==> config.mk <==
export PLATFORM = sky130hd
export DESIGN_NAME = adc_capture_flat
export DESIGN_NICKNAME = d
export VERILOG_FILES = /design/src/rtl/adc_capture_if.sv /design/src/rtl/adc_capture.sv /design/src/flat_wrapper.sv
export SDC_FILE = /design/constraint.sdc
export NUM_CORES = 1
export LEC_CHECK = 0
export ABC_AREA = 1
export CAP_MARGIN = 40
export CORE_MARGIN = 8
export CORE_UTILIZATION = 55
export CTS_BUF_LIST = sky130_fd_sc_hd__clkbuf_8 sky130_fd_sc_hd__clkbuf_16
export DETAILED_ROUTE_END_ITERATION = 7
export PLACE_DENSITY = 0.87
export SLEW_MARGIN = 20
export SYNTH_ARGS = -nofsm -noshare
export SYNTH_HDL_FRONTEND = slang
export SYNTH_SLANG_ARGS = --single-unit
==> constraint.sdc <==
create_clock -name CLK50MHZ -period 1.85 [get_ports CLK50MHZ]
set_input_delay 0.4625 -clock CLK50MHZ [delete_from_list [all_inputs] [get_ports CLK50MHZ]]
set_output_delay 0.4625 -clock CLK50MHZ [all_outputs]
set_load 0.005 [all_outputs]
==> src/rtl/adc_capture_if.sv <==
// Signal bundle between the LTC1407A-1 capture block and its controller / ADC pins.
interface adc_capture_if;
    logic        adc_trig;
    logic        adc_done;
    logic [13:0] adc_a;
    logic [13:0] adc_b;
    logic        busy;
    logic        ad_conv;
    logic        spi_sck;
    logic        adc_out;

    modport master (
        input  adc_trig,
        input  adc_out,
        output adc_done,
        output adc_a,
        output adc_b,
        output busy,
        output ad_conv,
        output spi_sck
    );

    modport slave (
        output adc_trig,
        output adc_out,
        input  adc_done,
        input  adc_a,
        input  adc_b,
        input  busy,
        input  ad_conv,
        input  spi_sck
    );
endinterface

==> src/rtl/adc_capture.sv <==
// LTC1407A-1 capture: pulses AD_CONV, clocks 34 SCK periods and deserialises
// ADC_OUT into 14-bit channel A and channel B samples.
module adc_capture #(
    parameter int SCK_DIV   = 2,
    parameter int CONV_HIGH = 2
) (
    input  logic          CLK50MHZ,
    input  logic          RST,
    adc_capture_if.master bus
);

    localparam int CONV_W = $clog2(CONV_HIGH) + 1;
    localparam int DIV_W  = $clog2(SCK_DIV) + 1;

    typedef enum logic [1:0] {
        IDLE,
        CONV,
        SHIFT,
        DONE
    } state_t;

    state_t            state;
    state_t            state_next;
    logic [CONV_W-1:0] conv_cnt;
    logic [DIV_W-1:0]  div_cnt;
    logic              sck_high;
    logic [5:0]        edge_cnt;
    logic [5:0]        edge_num;
    logic [13:0]       shift_a;
    logic [13:0]       shift_b;
    logic [13:0]       adc_a_q;
    logic [13:0]       adc_b_q;
    logic              conv_last;
    logic              div_last;
    logic              sck_rise;
    logic              shift_last;

    assign conv_last  = (conv_cnt == CONV_W'(CONV_HIGH - 1));
    assign div_last   = (div_cnt == DIV_W'(SCK_DIV - 1));
    assign sck_rise   = (state == SHIFT) && div_last && !sck_high;
    assign edge_num   = edge_cnt + 6'd1;
    assign shift_last = div_last && sck_high && (edge_cnt == 6'd34);

    // State register; reset abandons any frame in progress.
    always_ff @(posedge CLK50MHZ) begin
        if (RST) begin
            state <= IDLE;
        end else begin
            state <= state_next;
        end
    end

    // Next-state: a trigger is only looked at in IDLE, so extra requests are dropped.
    always_comb begin
        state_next = state;
        case (state)
            IDLE:    if (bus.adc_trig) state_next = CONV;
            CONV:    if (conv_last)    state_next = SHIFT;
            SHIFT:   if (shift_last)   state_next = DONE;
            DONE:    state_next = IDLE;
            default: state_next = IDLE;
        endcase
    end

    // Frame timing counters and deserialiser; data is taken on each SCK rising edge.
    always_ff @(posedge CLK50MHZ) begin
        if (RST) begin
            conv_cnt <= '0;
            div_cnt  <= '0;
            sck_high <= 1'b0;
            edge_cnt <= 6'd0;
            shift_a  <= 14'd0;
            shift_b  <= 14'd0;
            adc_a_q  <= 14'd0;
            adc_b_q  <= 14'd0;
        end else begin
            conv_cnt <= (state == CONV) ? conv_cnt + CONV_W'(1) : '0;
            if (state == SHIFT) begin
                if (div_last) begin
                    div_cnt  <= '0;
                    sck_high <= ~sck_high;
                end else begin
                    div_cnt <= div_cnt + DIV_W'(1);
                end
                if (sck_rise) begin
                    edge_cnt <= edge_num;
                    if (edge_num >= 6'd3 && edge_num <= 6'd16) begin
                        shift_a <= {shift_a[12:0], bus.adc_out};
                    end
                    if (edge_num >= 6'd19 && edge_num <= 6'd32) begin
                        shift_b <= {shift_b[12:0], bus.adc_out};
                    end
                end
                if (shift_last) begin
                    adc_a_q <= shift_a;
                    adc_b_q <= shift_b;
                end
            end else begin
                div_cnt  <= '0;
                sck_high <= 1'b0;
                edge_cnt <= 6'd0;
            end
        end
    end

    // Outputs decoded from state so they all fall to zero the cycle after reset.
    always_comb begin
        bus.busy     = (state != IDLE);
        bus.ad_conv  = (state == CONV);
        bus.spi_sck  = (state == SHIFT) && sck_high;
        bus.adc_done = (state == DONE);
        bus.adc_a    = adc_a_q;
        bus.adc_b    = adc_b_q;
    end

endmodule
==> src/flat_wrapper.sv <==
// flat-port wrapper written by rule: the top's interface ports become plain ports
module adc_capture_flat 
#(
    parameter int SCK_DIV   = 2,
    parameter int CONV_HIGH = 2
)
  (CLK50MHZ, RST, bus_adc_trig, bus_adc_out, bus_adc_done, bus_adc_a, bus_adc_b, bus_busy, bus_ad_conv, bus_spi_sck);
  adc_capture_if bus_i ();
  input  logic CLK50MHZ;
  input  logic RST;
  input wire logic [$bits(bus_i.adc_trig)-1:0] bus_adc_trig;
  input wire logic [$bits(bus_i.adc_out)-1:0] bus_adc_out;
  output wire logic [$bits(bus_i.adc_done)-1:0] bus_adc_done;
  output wire logic [$bits(bus_i.adc_a)-1:0] bus_adc_a;
  output wire logic [$bits(bus_i.adc_b)-1:0] bus_adc_b;
  output wire logic [$bits(bus_i.busy)-1:0] bus_busy;
  output wire logic [$bits(bus_i.ad_conv)-1:0] bus_ad_conv;
  output wire logic [$bits(bus_i.spi_sck)-1:0] bus_spi_sck;
  assign bus_i.adc_trig = bus_adc_trig;
  assign bus_i.adc_out = bus_adc_out;
  assign bus_adc_done = bus_i.adc_done;
  assign bus_adc_a = bus_i.adc_a;
  assign bus_adc_b = bus_i.adc_b;
  assign bus_busy = bus_i.busy;
  assign bus_ad_conv = bus_i.ad_conv;
  assign bus_spi_sck = bus_i.spi_sck;
  adc_capture #(.SCK_DIV(SCK_DIV), .CONV_HIGH(CONV_HIGH)) u_core (.CLK50MHZ(CLK50MHZ), .RST(RST), .bus(bus_i));
endmodule
==> results.py <==
metrics = {
    "clocking": {
        "clk_pin_slew_ps": 70,
        "cts_buffers": 9,
        "cts_buffer_depth": 2,
        "clkLatencyLatePin_ps": 340,
        "root_buffer": "clkbuf_8",
        "htreeDepth": 3,
        "cts_tree": "built",
        "clock_sinks": 69,
        "cts-hold-fix-buffers": 0,
    },
    "grt": {
        "grt_max_degree": 59,
        "met2_usage_pct": 25.64,
        "grt.total_usage_pct": 15.45,
        "grt_use_met3_pct": 4.489,
        "grt_overflow": 0,
        "grt_first_pass_wirelength_microns": 10590,
        "busiest_layer": "met2",
        "grt_pass1_vias": 2428,
        "grtUsageMet1_pct": 16.97,
        "grt_antenna_before_repair": 0,
    },
    "sta": {
        "skew_ps": 8.906,
        "period_share_pct": 97.13,
        "max_slew_margin_pct": 78.75,
        "fin_crit_ps": 1797,
        "worstMarginPinSlew_ps": 316.4,
        "rsz0062_at_grt": "yes",
        "setup_viol": 0,
        "maxSlewViolCount": 0,
        "fmax_mhz": 556.5,
        "finalHoldViolCount": 0,
    },
    "drt": {
        "drtIter0Drc": 214,
        "vias": 2656,
        "routedWlPerCell_microns": 11.99,
        "drc": 0,
        "first_pass_iters": 4,
        "routed_wl_microns": 6354,
        "ant_nets": 0,
        "avgViaCountPerCell": 5.011,
    },
    "critical_path": {
        "cp_slowest_stage_delay_ps": 500,
        "worstPathRequired_ps": 1390,
        "crit_type": "flop to primary output",
        "r2r-end": "u_core.shift_a[1]",
        "slowest_stage": "clkdlybuf4s50_1",
        "path_cells": "ha_1 > clkdlybuf4s50_1",
        "end_kind": "primary output",
        "r2r_setup_slack_ps": 130,
        "r2r_start": "u_core.edge_cnt[0]",
        "cp-start-kind": "flop",
        "critPathMaxFanout": 3,
        "ff2ff_path_depth": 10,
        "cp.arrival_ps": 1330,
    },
    "yosys": {
        "synth_most_common_cell": "inv_1",
        "yosys-top-cells-area": "dfxtp_1, a21oi_1, inv_1, nand2_1, nand3_1",
        "synth_top_cell_area_share_pct": 44.91,
        "synth_flop_cell": "dfxtp_1",
        "yosysSeqAreaShare_pct": 44.91,
        "synthesis.area_sq_mm": 0.003075,
        "synth_edf_count": 0,
        "yosysUniqueCellTypes": 21,
        "yosys_warnings": 0,
        "syn_nets": 434,
        "postSynth.asyncResetShare_pct": 0,
        "ys_ff_latch": 69,
        "postSynthAreaPerCell_sq_um": 7.340,
        "synthTopCellsByCount": "inv_1, dfxtp_1, a21oi_1",
        "synthCells": 419,
        "synth_area_leader_cell": "dfxtp_1",
    },
    "worst_hold_path": {
        "min_from": "u_core.conv_cnt[0]",
        "hold_path.class": "flop to flop",
        "whs_path_depth": 1,
        "min_to": "u_core.conv_cnt[0]",
    },
    "floorplan": {
        "die_h_microns": 90.78,
        "dieArea_sq_mm": 0.008240,
        "core_sq_mm": 0.005439,
        "initial_core_util_pct": 56.54,
        "num_io_pins": 36,
        "rows": 27,
        "dieWidth_microns": 90.78,
    },
    "final_layout": {
        "fin_util_pct": 68.32,
        "nets": 468,
        "diodes": 0,
        "seqCellArea_sq_mm": 0.001386,
        "multi_input_area_sq_mm": 0.001282,
        "fin_cells": 530,
        "area_delta_synth_final_pct": 20.83,
        "final_layout_size_suffix_gt1_share_pct": 10.04,
        "num-fill-cells": 431,
    },
    "power_and_ir_drop": {
        "p_per_area_mw_per_mm2": 850.2,
        "peakVddDrop_v": 0.0007098,
        "leakagePower_uw": 0.001406,
    },
    "outcome": {
        "status": "finished, final reports clean",
    },
    "place": {
        "dp_hpwl_microns": 4295,
        "routabilityCongestion": 0.9009,
        "dpl.cell_count": 513,
        "io_buffers": 35,
    },
    "run": {
        "maxCapViolCount": 0,
    },
}
-- cells by family (layout without fill, tap and decap cells) --
| kind of cell | Yosys count | in the layout | synth area share [%] |
|---|---|---|---|
| flip-flops | 69 | 69 | 44.91 |
| AO/OA/AOI/OAI | 100 | 100 | 16.36 |
| buffers and inverters | 103 | 141 | 14.85 |
| AND/OR/NAND/NOR | 136 | 137 | 19.41 |
| adder cells (fa/ha/maj) | 11 | 11 | 4.475 |
-- through the flow --
step                total power (uW)  area, sq um  setup TNS [ps]  setup slack [ps]  hold slack (ps)
finish                          3159         3716               0             53.08            430.5
global route                    3325         3716          -68.72            -23.76            449.4
CTS                             3190         3684               0             15.83            439.5
detailed placement              1976         3478               0             25.69            428.8
global placement                1954         3478               0             162.4            412.6
floorplan                       1831         3075               0             289.8            404.3
-- routing by layer --
metal	vias to the layer above	share of wire (%)	wire length, microns
met4	0	2.5	158
met5	-	0	0
met3	14	6.1	385
met2	69	48	3045
li1	1386	-	-
met1	1187	44	2764
-- flip-flops by register name (all words and copies together) (netlist names) --
name              count
u_core.bus.adc_a     14
u_core.bus.adc_b     14
u_core.conv_cnt       2
u_core.div_cnt        2
u_core.edge_cnt       6
u_core.sck_high       1
u_core.shift_a       14
u_core.shift_b       14
u_core.state          2
-- where the power goes --
part | switching, uW | leakage, uW | total [uW] | internal, uW
logic | 231 | 0.000745 | 389 | 158
registers | 30.5 | 0.000558 | 1550 | 1520
clock network | 561 | 0.000104 | 1220 | 656
-- critical path: cells and delay by family, from the launching register on --
kind,cells,cell delay [ps]
fa+ha+maj,1,140
buf+inv,1,500
flops,1,360
-- cells in the final DEF, fill, tap and decap left out, types with 4 or more instances in the layout --
master | netlist | final
a21oi_1 | 64 | 64
dfxtp_1 | 69 | 65
clkbuf_8 | 0 | 10
ha_1 | 11 | 8
clkdlybuf4s50_1 | 0 | 32
nand2_1 | 50 | 50
nor2_1 | 33 | 32
buf_4 | 1 | 6
o21ai_0 | 35 | 35
dfxtp_2 | 0 | 4
nand3_1 | 36 | 35
inv_1 | 81 | 79
nor3_1 | 5 | 5
-- area by class of cell --
| type | count | area share, % |
|---|---|---|
| sequential | 69 | 37.31 |
| multi-input combinational | 248 | 34.51 |
| timing repair buffer | 44 | 12.15 |
| inverter | 81 | 8.182 |
| clock buffer | 10 | 3.704 |
| tap | 72 | 2.424 |
| clock inverter | 6 | 1.717 |
-- worst max path at each step --
| stage | startpoint | end | depth (start not counted) |
|---|---|---|---|
| 2_1_floorplan | u_core.edge_cnt[1] | u_core.shift_a[10] | 11 |
| 3_3_place_gp | RST | u_core.bus.adc_a[0] | 5 |
| 3_5_place_dp | u_core.edge_cnt[0] | u_core.shift_a[3] | 10 |
| 4_1_cts | u_core.edge_cnt[0] | u_core.shift_a[1] | 10 |
| 5_1_grt | u_core.edge_cnt[0] | u_core.shift_a[7] | 10 |
| 6_report | u_core.state[0] | bus_adc_done | 2 |
-- repair_timing --
action,in CTS,in global routing
resized for setup,9,8
cloned,0,1
endpoints found under the setup margin,4,26
pin swaps,0,2
setup buffers,0,0
Note: power is estimated with default switching activity, not from simulation.
